**config.mk**
```make
export PLATFORM = sky130hd
export DESIGN_NAME = mbe_op_initiator_flat
export DESIGN_NICKNAME = d
export VERILOG_FILES = /design/src/rtl/mbe_op_initiator_if.sv /design/src/rtl/mbe_op_initiator.sv /design/src/flat_wrapper.sv
export SDC_FILE = /design/constraint.sdc
export NUM_CORES = 1
export LEC_CHECK = 0
export ABC_CLOCK_PERIOD_IN_PS = 3400
export BUFFER_PORTS_ARGS = -buffer_cell sky130_fd_sc_hd__buf_2
export CORE_MARGIN = 3
export CORE_UTILIZATION = 30
export DETAILED_ROUTE_END_ITERATION = 7
export GPL_TIMING_DRIVEN = 0
export PLACE_DENSITY = 0.45
export SYNTH_ARGS = -nofsm -noshare
export SYNTH_HDL_FRONTEND = slang
export SYNTH_SLANG_ARGS = --single-unit
```
**constraint.sdc**
```tcl
create_clock -name clk -period 3.4 [get_ports clk]
set_clock_uncertainty 0.05 [all_clocks]
set_input_delay 0.68 -clock clk [delete_from_list [all_inputs] [get_ports clk]]
set_output_delay 0.68 -clock clk [all_outputs]
set_load 0.005 [all_outputs]
```
**src/rtl/mbe_op_initiator_if.sv**
```systemverilog
// rtl/mbe_op_initiator_if.sv - operand, multiplier, product and result channels of mbe_op_initiator
// master modport is the initiator side; slave is the source/multiplier/sink environment.
interface mbe_op_initiator_if #(
   parameter int WIDTH = 24
);
   logic                 op_valid;
   logic                 op_ready;
   logic [WIDTH-1:0]     op_a;
   logic [WIDTH-1:0]     op_b;
   logic                 mul_valid;
   logic                 mul_ready;
   logic [WIDTH-1:0]     mul_a;
   logic [WIDTH-1:0]     mul_b;
   logic                 prod_valid;
   logic                 prod_ready;
   logic [2*WIDTH-1:0]   prod_data;
   logic                 res_valid;
   logic                 res_ready;
   logic [2*WIDTH-1:0]   res_data;
   logic                 busy;
   logic                 timeout;
   logic                 mismatch;
   logic [15:0]          err_cnt;

   modport master (
      input  op_valid, op_a, op_b,
      output op_ready,
      output mul_valid, mul_a, mul_b,
      input  mul_ready,
      input  prod_valid, prod_data,
      output prod_ready,
      output res_valid, res_data,
      input  res_ready,
      output busy, timeout, mismatch, err_cnt
   );

   modport slave (
      output op_valid, op_a, op_b,
      input  op_ready,
      input  mul_valid, mul_a, mul_b,
      output mul_ready,
      output prod_valid, prod_data,
      input  prod_ready,
      input  res_valid, res_data,
      output res_ready,
      input  busy, timeout, mismatch, err_cnt
   );
endinterface

```
**src/rtl/mbe_op_initiator.sv**
```systemverilog
// rtl/mbe_op_initiator.sv - operand FIFO + single-transaction initiator for the MBE multiplier wrapper
// Optional product self-check enabled by defining MBE_OP_SELF_CHECK_EN.
module mbe_op_initiator #(
   parameter int WIDTH       = 24,
   parameter int DEPTH       = 4,
   parameter int TIMEOUT_CYC = 255
) (
   input  logic             clk,
   input  logic             rst,
   mbe_op_initiator_if.master bus
);

   localparam int AW     = $clog2(DEPTH);
   localparam int TW     = (TIMEOUT_CYC > 2) ? $clog2(TIMEOUT_CYC) : 1;
   localparam bit TMO_EN = (TIMEOUT_CYC != 0);

   typedef enum logic [1:0] {IDLE, ISSUE, AWAIT, DELIVER} state_t;

   state_t               state;
   state_t               state_nxt;

   logic [WIDTH-1:0]     fifo_a [DEPTH];
   logic [WIDTH-1:0]     fifo_b [DEPTH];
   logic [AW-1:0]        wr_ptr;
   logic [AW-1:0]        rd_ptr;
   logic [AW:0]          count;
   logic                 full;
   logic                 empty;
   logic                 push;
   logic                 pop;
   logic                 capture;
   logic                 abort;

   logic [TW-1:0]        tmo_cnt;
   logic                 tmo_hit;

   logic [WIDTH-1:0]     mul_a_q;
   logic [WIDTH-1:0]     mul_b_q;
   logic [2*WIDTH-1:0]   res_data_q;
   logic                 timeout_q;

   assign full          = (count == (AW+1)'(DEPTH));
   assign empty         = (count == '0);
   assign push          = bus.op_valid && !full;
   assign bus.op_ready  = !full;

   // Handshakes and state-derived valids are all decoded from the registered state.
   assign bus.mul_valid  = (state == ISSUE);
   assign bus.prod_ready = (state == AWAIT);
   assign bus.res_valid  = (state == DELIVER);
   assign bus.mul_a      = mul_a_q;
   assign bus.mul_b      = mul_b_q;
   assign bus.res_data   = res_data_q;
   assign bus.timeout    = timeout_q;
   assign bus.busy       = (state != IDLE) || !empty;

   assign tmo_hit = TMO_EN && (tmo_cnt == TW'(TIMEOUT_CYC - 1));

   always_ff @(posedge clk) begin
      if (rst) begin
         state <= IDLE;
      end else begin
         state <= state_nxt;
      end
   end

   // A handshake in the final allowed cycle is checked before the timeout.
   always_comb begin
      state_nxt = state;
      pop       = 1'b0;
      capture   = 1'b0;
      abort     = 1'b0;
      case (state)
         IDLE: begin
            if (!empty) begin
               pop       = 1'b1;
               state_nxt = ISSUE;
            end
         end
         ISSUE: begin
            if (bus.mul_ready) begin
               state_nxt = AWAIT;
            end else if (tmo_hit) begin
               abort     = 1'b1;
               state_nxt = IDLE;
            end
         end
         AWAIT: begin
            if (bus.prod_valid) begin
               capture   = 1'b1;
               state_nxt = DELIVER;
            end else if (tmo_hit) begin
               abort     = 1'b1;
               state_nxt = IDLE;
            end
         end
         DELIVER: begin
            if (bus.res_ready) begin
               state_nxt = IDLE;
            end
         end
         default: state_nxt = IDLE;
      endcase
   end

   always_ff @(posedge clk) begin
      if (push) begin
         fifo_a[wr_ptr] <= bus.op_a;
         fifo_b[wr_ptr] <= bus.op_b;
      end
   end

   always_ff @(posedge clk) begin
      if (rst) begin
         wr_ptr <= '0;
         rd_ptr <= '0;
         count  <= '0;
      end else begin
         if (push) begin
            wr_ptr <= wr_ptr + 1'b1;
         end
         if (pop) begin
            rd_ptr <= rd_ptr + 1'b1;
         end
         case ({push, pop})
            2'b10:   count <= count + 1'b1;
            2'b01:   count <= count - 1'b1;
            default: count <= count;
         endcase
      end
   end

   // tmo_cnt saturates so the budget covers ISSUE and AWAIT combined without wrapping.
   always_ff @(posedge clk) begin
      if (rst) begin
         mul_a_q    <= '0;
         mul_b_q    <= '0;
         res_data_q <= '0;
         tmo_cnt    <= '0;
         timeout_q  <= 1'b0;
      end else begin
         if (pop) begin
            mul_a_q <= fifo_a[rd_ptr];
            mul_b_q <= fifo_b[rd_ptr];
            tmo_cnt <= '0;
         end else if (((state == ISSUE) || (state == AWAIT)) && !tmo_hit) begin
            tmo_cnt <= tmo_cnt + 1'b1;
         end
         if (capture) begin
            res_data_q <= bus.prod_data;
         end
         if (abort) begin
            timeout_q <= 1'b1;
         end
      end
   end

`ifdef MBE_OP_SELF_CHECK_EN
   logic [2*WIDTH-1:0]   expect_prod;
   logic                 bad_prod;
   logic                 mismatch_q;
   logic [15:0]          err_q;

   assign expect_prod = {{WIDTH{1'b0}}, mul_a_q} * {{WIDTH{1'b0}}, mul_b_q};
   assign bad_prod    = capture && (bus.prod_data != expect_prod);

   always_ff @(posedge clk) begin
      if (rst) begin
         mismatch_q <= 1'b0;
         err_q      <= '0;
      end else begin
         mismatch_q <= bad_prod;
         if (bad_prod && (err_q != 16'hFFFF)) begin
            err_q <= err_q + 1'b1;
         end
      end
   end

   assign bus.mismatch = mismatch_q;
   assign bus.err_cnt  = err_q;
`else
   assign bus.mismatch = 1'b0;
   assign bus.err_cnt  = 16'h0000;
`endif

endmodule

```
**src/flat_wrapper.sv**
```systemverilog
// flat-port wrapper written by rule: the top's interface ports become plain ports
module mbe_op_initiator_flat 
#(
   parameter int WIDTH       = 24,
   parameter int DEPTH       = 4,
   parameter int TIMEOUT_CYC = 255
)
  (clk, rst, bus_op_valid, bus_op_a, bus_op_b, bus_op_ready, bus_mul_valid, bus_mul_a, bus_mul_b, bus_mul_ready, bus_prod_valid, bus_prod_data, bus_prod_ready, bus_res_valid, bus_res_data, bus_res_ready, bus_busy, bus_timeout, bus_mismatch, bus_err_cnt);
  mbe_op_initiator_if #(.WIDTH(WIDTH)) bus_i ();
  input  logic clk;
  input  logic rst;
  input wire logic [$bits(bus_i.op_valid)-1:0] bus_op_valid;
  input wire logic [$bits(bus_i.op_a)-1:0] bus_op_a;
  input wire logic [$bits(bus_i.op_b)-1:0] bus_op_b;
  output wire logic [$bits(bus_i.op_ready)-1:0] bus_op_ready;
  output wire logic [$bits(bus_i.mul_valid)-1:0] bus_mul_valid;
  output wire logic [$bits(bus_i.mul_a)-1:0] bus_mul_a;
  output wire logic [$bits(bus_i.mul_b)-1:0] bus_mul_b;
  input wire logic [$bits(bus_i.mul_ready)-1:0] bus_mul_ready;
  input wire logic [$bits(bus_i.prod_valid)-1:0] bus_prod_valid;
  input wire logic [$bits(bus_i.prod_data)-1:0] bus_prod_data;
  output wire logic [$bits(bus_i.prod_ready)-1:0] bus_prod_ready;
  output wire logic [$bits(bus_i.res_valid)-1:0] bus_res_valid;
  output wire logic [$bits(bus_i.res_data)-1:0] bus_res_data;
  input wire logic [$bits(bus_i.res_ready)-1:0] bus_res_ready;
  output wire logic [$bits(bus_i.busy)-1:0] bus_busy;
  output wire logic [$bits(bus_i.timeout)-1:0] bus_timeout;
  output wire logic [$bits(bus_i.mismatch)-1:0] bus_mismatch;
  output wire logic [$bits(bus_i.err_cnt)-1:0] bus_err_cnt;
  assign bus_i.op_valid = bus_op_valid;
  assign bus_i.op_a = bus_op_a;
  assign bus_i.op_b = bus_op_b;
  assign bus_op_ready = bus_i.op_ready;
  assign bus_mul_valid = bus_i.mul_valid;
  assign bus_mul_a = bus_i.mul_a;
  assign bus_mul_b = bus_i.mul_b;
  assign bus_i.mul_ready = bus_mul_ready;
  assign bus_i.prod_valid = bus_prod_valid;
  assign bus_i.prod_data = bus_prod_data;
  assign bus_prod_ready = bus_i.prod_ready;
  assign bus_res_valid = bus_i.res_valid;
  assign bus_res_data = bus_i.res_data;
  assign bus_i.res_ready = bus_res_ready;
  assign bus_busy = bus_i.busy;
  assign bus_timeout = bus_i.timeout;
  assign bus_mismatch = bus_i.mismatch;
  assign bus_err_cnt = bus_i.err_cnt;
  mbe_op_initiator #(.WIDTH(WIDTH), .DEPTH(DEPTH), .TIMEOUT_CYC(TIMEOUT_CYC)) u_core (.clk(clk), .rst(rst), .bus(bus_i));
endmodule
```
==> run summary, run 1 <==
Core area: 0.03679 sq mm
Dpl ws: 919.9 ps
Fin crit share: 0.8209
Critical Path AT: 2060 ps
Die X: 199.6 microns
Final nets: 1090
Sequential Area: 0.008048 sq mm
RSZ-0062 raised after global routing: false
Commonest non-fill, non-tap cells in the layout: buf_2, edfxtp_1, dfxtp_1
Number of synthesized register bits: 306
Global Route Usage Sum: 0.1299
Final Cell Area: 0.01412 sq mm
Most frequent CP cell: inv_1
Number of setup buffers added after CTS: 0
CP Launch Type: flop
DRC errors left: 0
Vias per inst: 4.544
Asr flop ratio synth: 0
Maximum vdd ir drop: 0.6207 mV
ANT nets after route: 0
CTS Buf Count: 35
Distinct cells, synth: 43
Mapped Cells: 720
Initial DRC count: 255
Via count of the routed design: 6675
Core Util, Final: 0.3838
FMAX: 358.3 MHz
LEAKAGE: 5.285 nW
Most common cell after layout, fill and taps aside: buf_2
Slew Viols, Final: 0
Placed insts: 1406
Endpoints failing setup: 0
Power per Cell Area: 753.6 mW/mm^2
Seq/Total Area, Yosys: 0.7155
Hold Buf Count CTS: 0
Largest net degree at the start of global routing: 49
Hold Vio Cnt, Final: 0
DIE AREA: 0.03985 sq mm
Hold Crit Start: bus_op_a[17]
Fillers: 3526
Slowest stage cell, crit path: nor4b_1
TritonRoute pass-1 iters: 4
R2r endpoint: u_core.count[2]$_SDFFE_PP0P_
Number of global-route vias before repair: 6772
Layout cell share with drive strength beyond 1: 0.3460
Status: complete, no violations
FF-to-FF setup slack: 880 ps
Crit path depth: 5
MaxCap Viol Count: 0
Dominant synthesized flop cell: edfxtp_1
CP delay by family, top: buffers and inverters
Synth-to-Final Area Change: 25.53%
Synth Cell Area: 0.01125 sq mm
Port bufs: 202
Global-route wire length before repair: 39.65 mm
Initial antenna violation count: 7
Post-synth EDFFs: 192
Worst skew pair latency: 520 ps
PnR worst setup slack: 609.0 ps
Clock Pin Slew Worst Setup and Hold Paths: 60 ps
CTS max path bufs: 3
Total grt overflow: 0
WP buf/inv: 3
Worst Reg2Reg Path Length in Cells: 9
Relative slew slack: 0.4276
Clock sinks: 306
Worst-path cell chain: inv_1, ha_1, nor4b_1, inv_1, buf_2
CTS tree: done
Post-cts resize count: 0
Synth Warn #: 0
DPL Wire Length: 16.83 mm
Post-route setup TNS: 0 ps
Initial Util: 0.3058
Shortest period the worst path allows: 2791 ps
Slew @ Worst Pin: 858.6 ps
I/O pin count: 221
Mapped Avg Cell Area: 15.62 sq um
Max stage delay on crit path: 490 ps
Wire per inst: 17.87 microns
Min-Delay Path Class: primary input to flop
Area occupied by multi-input gates: 0.002912 sq mm
CP endpoint kind: primary output
Critical path startpoint: u_core.state[0]$_SDFFE_PP0P_
Placed inst area: 0.01292 sq mm
CP Class: flop to primary output
Worst setup path end: bus_busy
Routed WL: 26.24 mm
WP data required: 2670 ps
Num rows: 70
H-Tree Depth: 2
GP Congestion: 0.7240
Root Driver: clkbuf_16
Maximum fanout along the worst path: 4
Fin cells: 1469
Worst R2R Start: u_core.count[2]$_SDFFE_PP0P_
Die Span Y: 199.6 microns
-- stage by stage --
stage	hold WS, ps	total power (W)
2_1_floorplan	392.1	0.006068
3_3_place_gp	385.1	0.006984
3_5_place_dp	389.2	0.006972
4_1_cts	289.9	0.01086
5_1_grt	305.9	0.01120
6_report	322.0	0.01064
-- synthesized netlist by cell type (all sizes together) (3+ instances only) --
master,n,area share
o21ai,3,0.0013
dfxtp,114,0.20
clkbuf,20,0.0067
edfxtp,192,0.51
buf,38,0.021
and3,6,0.0033
nor2,8,0.0027
xor2,4,0.0031
or3,3,0.0017
a21oi,60,0.027
a22o,48,0.037
mux4,48,0.096
nor2b,4,0.0022
inv,14,0.0047
a211oi,4,0.0027
nand3,7,0.0031
nand4,3,0.0017
nand2,103,0.034
ha,12,0.013
-- worst min path at each step --
stage | end | slack [ps] | depth (start not counted)
floorplan | u_core.bus.timeout$_SDFFE_PP0P_ | 390 | 2
detailed placement | u_core.bus.timeout$_SDFFE_PP0P_ | 390 | 2
finish | u_core.fifo_a[2][17]$_DFFE_PP_ | 320 | 1
global placement | u_core.bus.timeout$_SDFFE_PP0P_ | 390 | 2
CTS | u_core.fifo_a[2][17]$_DFFE_PP_ | 290 | 1
global route | u_core.fifo_b[2][4]$_DFFE_PP_ | 310 | 1
-- per-layer routing --
metal	share of wire	routed length, microns	vias to the layer above	GRT usage
li1	-	-	3218	-
met1	0.41	10850	3208	0.1562
met2	0.49	12770	190	0.2223
met3	0.079	2062	47	0.04586
met4	0.018	480	12	0.03593
met5	0.0031	82	-	0
-- cell families after synthesis --
| logic type | share of synthesized area |
|---|---|
| xor+xnor | 0.003114 |
| buf+inv | 0.03281 |
| simple gates | 0.05751 |
| compound gates | 0.07775 |
| flops | 0.7155 |
| mux | 0.09789 |
| other cells | 0.0003334 |
| fa+ha+maj | 0.01513 |
-- where the power goes --
group | leakage (nW) | total [W] | switching [W] | internal (W)
Sequential | 2.69 | 0.00471 | 0.000244 | 0.00447
Clock | 0.571 | 0.00383 | 0.00151 | 0.00232
Combinational | 2.03 | 0.00210 | 0.00113 | 0.000972
-- layout make-up --
type	count	share of cell area
Buffer	58	0.02242
Clock buffer	43	0.06770
Antenna cell	1	0.0001772
Timing Repair Buffer	202	0.07160
Tap cell	468	0.04147
Inverter	14	0.003722
Clock inverter	19	0.01675
Multi-Input combinational cell	358	0.2062
Sequential cell	306	0.5700
-- registers in the layout (all words and copies together), names as in the netlist --
register / cells
u_core.bus.res_data: 48
u_core.bus.mul_b: 24
u_core.fifo_b: 96
u_core.wr_ptr: 2
u_core.fifo_a: 96
u_core.count: 3
u_core.tmo_cnt: 8
u_core.bus.mul_a: 24
u_core.rd_ptr: 2
u_core.bus.timeout: 1
u_core.state: 2
(Power assumes the default switching activity.)
==> run 2, diff against run 1 <==
--- a/config.mk
+++ b/config.mk
@@ -5,7 +5,7 @@
 export SDC_FILE = /design/constraint.sdc
 export NUM_CORES = 1
 export LEC_CHECK = 0
-export ABC_CLOCK_PERIOD_IN_PS = 3400
+export ABC_CLOCK_PERIOD_IN_PS = 2700
 export BUFFER_PORTS_ARGS = -buffer_cell sky130_fd_sc_hd__buf_2
 export CORE_MARGIN = 3
 export CORE_UTILIZATION = 30
==> constraint.sdc (replaced) <==
create_clock -name clk -period 2.7 [get_ports clk]
set_clock_uncertainty 0.05 [all_clocks]
set_input_delay 0.54 -clock clk [delete_from_list [all_inputs] [get_ports clk]]
set_output_delay 0.54 -clock clk [all_outputs]
set_load 0.005 [all_outputs]
==> run 2 against run 1 <==
Cell count is the same. Critical path depth grew 4. Count of clock-buffer cells in the layout is the same. Sequential share of layout area is essentially flat. Critical path type is now flop to flop. Critical endpoint is now u_core.count[2]$_SDFFE_PP0P_.
==> run summary, run 2 (synthesis results as in run 1) <==
WP data required: 3080 ps (was 2670 ps)
Initial DRC count: 256 (was 255)
Largest net degree at the start of global routing: 49 (unchanged)
TritonRoute pass-1 iters: 4 (unchanged)
Routed WL: 26.24 mm (about the same)
Port bufs: 202 (unchanged)
Endpoints failing setup: 0 (unchanged)
DIE AREA: 0.03985 sq mm (unchanged)
Clock Pin Slew Worst Setup and Hold Paths: 60 ps (about the same)
Slowest stage cell, crit path: dfxtp_1 (was nor4b_1)
CTS tree: done (unchanged)
Final hold slack: 182.2 ps (was 322.0 ps)
Root Driver: clkbuf_16 (unchanged)
Slew @ Worst Pin: 856.4 ps (was 858.6 ps)
Hold Buf Count CTS: 0 (unchanged)
H-Tree Depth: 2 (unchanged)
Hold Vio Cnt, Final: 0 (unchanged)
Shortest period the worst path allows: 2533 ps
Number of global-route vias before repair: 6772 (unchanged)
CP delay by family, top: simple AND/OR/NAND/NOR gates (was buffers and inverters)
Hold path depth: 1 (unchanged)
Post-cts resize count: 0 (unchanged)
Critical Path AT: 2920 ps (was 2060 ps)
Maximum fanout along the worst path: 10 (was 4)
MaxCap Viol Count: 0 (unchanged)
Fin cells: 1469 (unchanged)
Die X: 199.6 microns (unchanged)
Int Power: 0.009778 W (was 0.007760 W)
CTS Buf Count: 35 (unchanged)
Global Route Usage Sum: 0.1299 (unchanged)
FMAX: 394.8 MHz
Initial Util: 0.3058 (unchanged)
Commonest non-fill, non-tap cells in the layout: buf_2, edfxtp_1, dfxtp_1 (unchanged)
Final Cell Area: 0.01413 sq mm (was 0.01412 sq mm)
Core Util, Final: 0.3840 (was 0.3838)
Core area: 0.03679 sq mm (unchanged)
Layout cell share with drive strength beyond 1: 0.3470 (was 0.3460)
Total grt overflow: 0 (unchanged)
WP buf/inv: 2 (was 3)
Crit path depth: 9 (was 5)
Maximum vdd ir drop: 0.7819 mV (was 0.6207 mV)
Clock power share: 0.360 (about the same)
Flop pwr share: 0.443 (about the same)
Global-route wire length before repair: 39.65 mm (unchanged)
Placed insts: 1406 (unchanged)
Vias per inst: 4.549 (was 4.544)
CTS max path bufs: 3 (unchanged)
Worst skew pair latency: 520 ps (about the same)
DPL Wire Length: 16.83 mm (unchanged)
Psw: 0.003630 W (was 0.002881 W)
Initial antenna violation count: 7 (unchanged)
Fillers: 3524 (was 3526)
Sw Ratio: 0.2707 (about the same)
Worst-path cell chain: or3b_2, buf_2, nand2_1, ha_1, inv_1, fa_1, xor2_1, or3_1, a21oi_1 (was inv_1, ha_1, nor4b_1, inv_1, buf_2)
Number of setup buffers added after CTS: 0 (unchanged)
CP endpoint kind: flop (was primary output)
GP Congestion: 0.7240 (unchanged)
Clock sinks: 306 (unchanged)
Power, Total: 0.01341 W (was 0.01064 W)
Slew Viols, Final: 0 (unchanged)
CP Launch Type: flop (unchanged)
DRC errors left: 0 (unchanged)
Final nets: 1090 (unchanged)
Max stage delay on crit path: 460 ps (was 490 ps)
Wire per inst: 17.86 microns (was 17.87 microns)
Min-Delay Path Class: primary input to flop (unchanged)
Synth-to-Final Area Change: 25.58% (was 25.53%)
I/O pin count: 221 (unchanged)
RSZ-0062 raised after global routing: false (unchanged)
Most common cell after layout, fill and taps aside: buf_2 (unchanged)
CP Class: flop to flop (was flop to primary output)
Placed inst area: 0.01292 sq mm (unchanged)
Status: complete, no violations (unchanged)
Num rows: 70 (unchanged)
Worst Reg2Reg Path Length in Cells: 9 (unchanged)
Combinational Power Share: 0.198 (about the same)
Die Span Y: 199.6 microns (unchanged)
Fin crit share: 0.9381
Relative slew slack: 0.4291 (was 0.4276)
Via count of the routed design: 6683 (was 6675)
LEAKAGE: 5.288 nW (was 5.285 nW)
Power per Cell Area: 949.1 mW/mm^2 (was 753.6 mW/mm^2)
ANT nets after route: 0 (unchanged)
[run 2: changes by cell type in the layout (fill, tap and decap cells not counted)]
cell / change
nor4b_1: -1
nor4b_2: +1
[run 2: path summary, 6_finish.rpt]
kind                                   start                         endpoint  slack (ps)
min reg2reg  u_core.bus.timeout$_SDFFE_PP0P_  u_core.bus.timeout$_SDFFE_PP0P_         390
min                             bus_op_a[17]   u_core.fifo_a[2][17]$_DFFE_PP_         180
max reg2reg     u_core.count[2]$_SDFFE_PP0P_     u_core.count[2]$_SDFFE_PP0P_         170
max             u_core.count[2]$_SDFFE_PP0P_     u_core.count[2]$_SDFFE_PP0P_         170
[run 2: layout make-up]
type / instances / area, sq um / area share
diodes: 1 / 2.502 / 0.0001771
plain buffers: 58 / 316.6 / 0.02241
clock buffers: 43 / 955.9 / 0.06767
clock inverters: 19 / 236.5 / 0.01674
inverters: 14 / 52.55 / 0.003720
multi-input cells: 358 / 2918 / 0.2066
flip-flops and latches: 306 / 8048 / 0.5697
well taps: 468 / 585.6 / 0.04145
repair buffers: 202 / 1011 / 0.07157
[run 2: power by group through the flow]
stage                     combinational, W  sequential [W]  clock (W)
after floorplan                    0.00165         0.00599          0
after global placement             0.00274         0.00605          0
after detailed placement           0.00275         0.00603          0
after CTS                          0.00275         0.00594    0.00498
after global routing               0.00296         0.00600    0.00515
final                              0.00265         0.00594    0.00482
[run 2: metal layers]
layer / GRT usage / vias up / wire length (microns)
met5: 0 / - / 82
met4: 0.03593 / 12 / 480
met3: 0.04586 / 47 / 2048
li1: - / 3218 / -
met2: 0.2223 / 189 / 12710
met1: 0.1562 / 3217 / 10920
[run 2: stage by stage]
stage               setup TNS [ps]  setup slack (ps)
CTS                              0             18.80
global route                     0             11.19
global placement           -194800             -1048
finish                           0             167.2
detailed placement               0             219.9
floorplan                        0             250.8
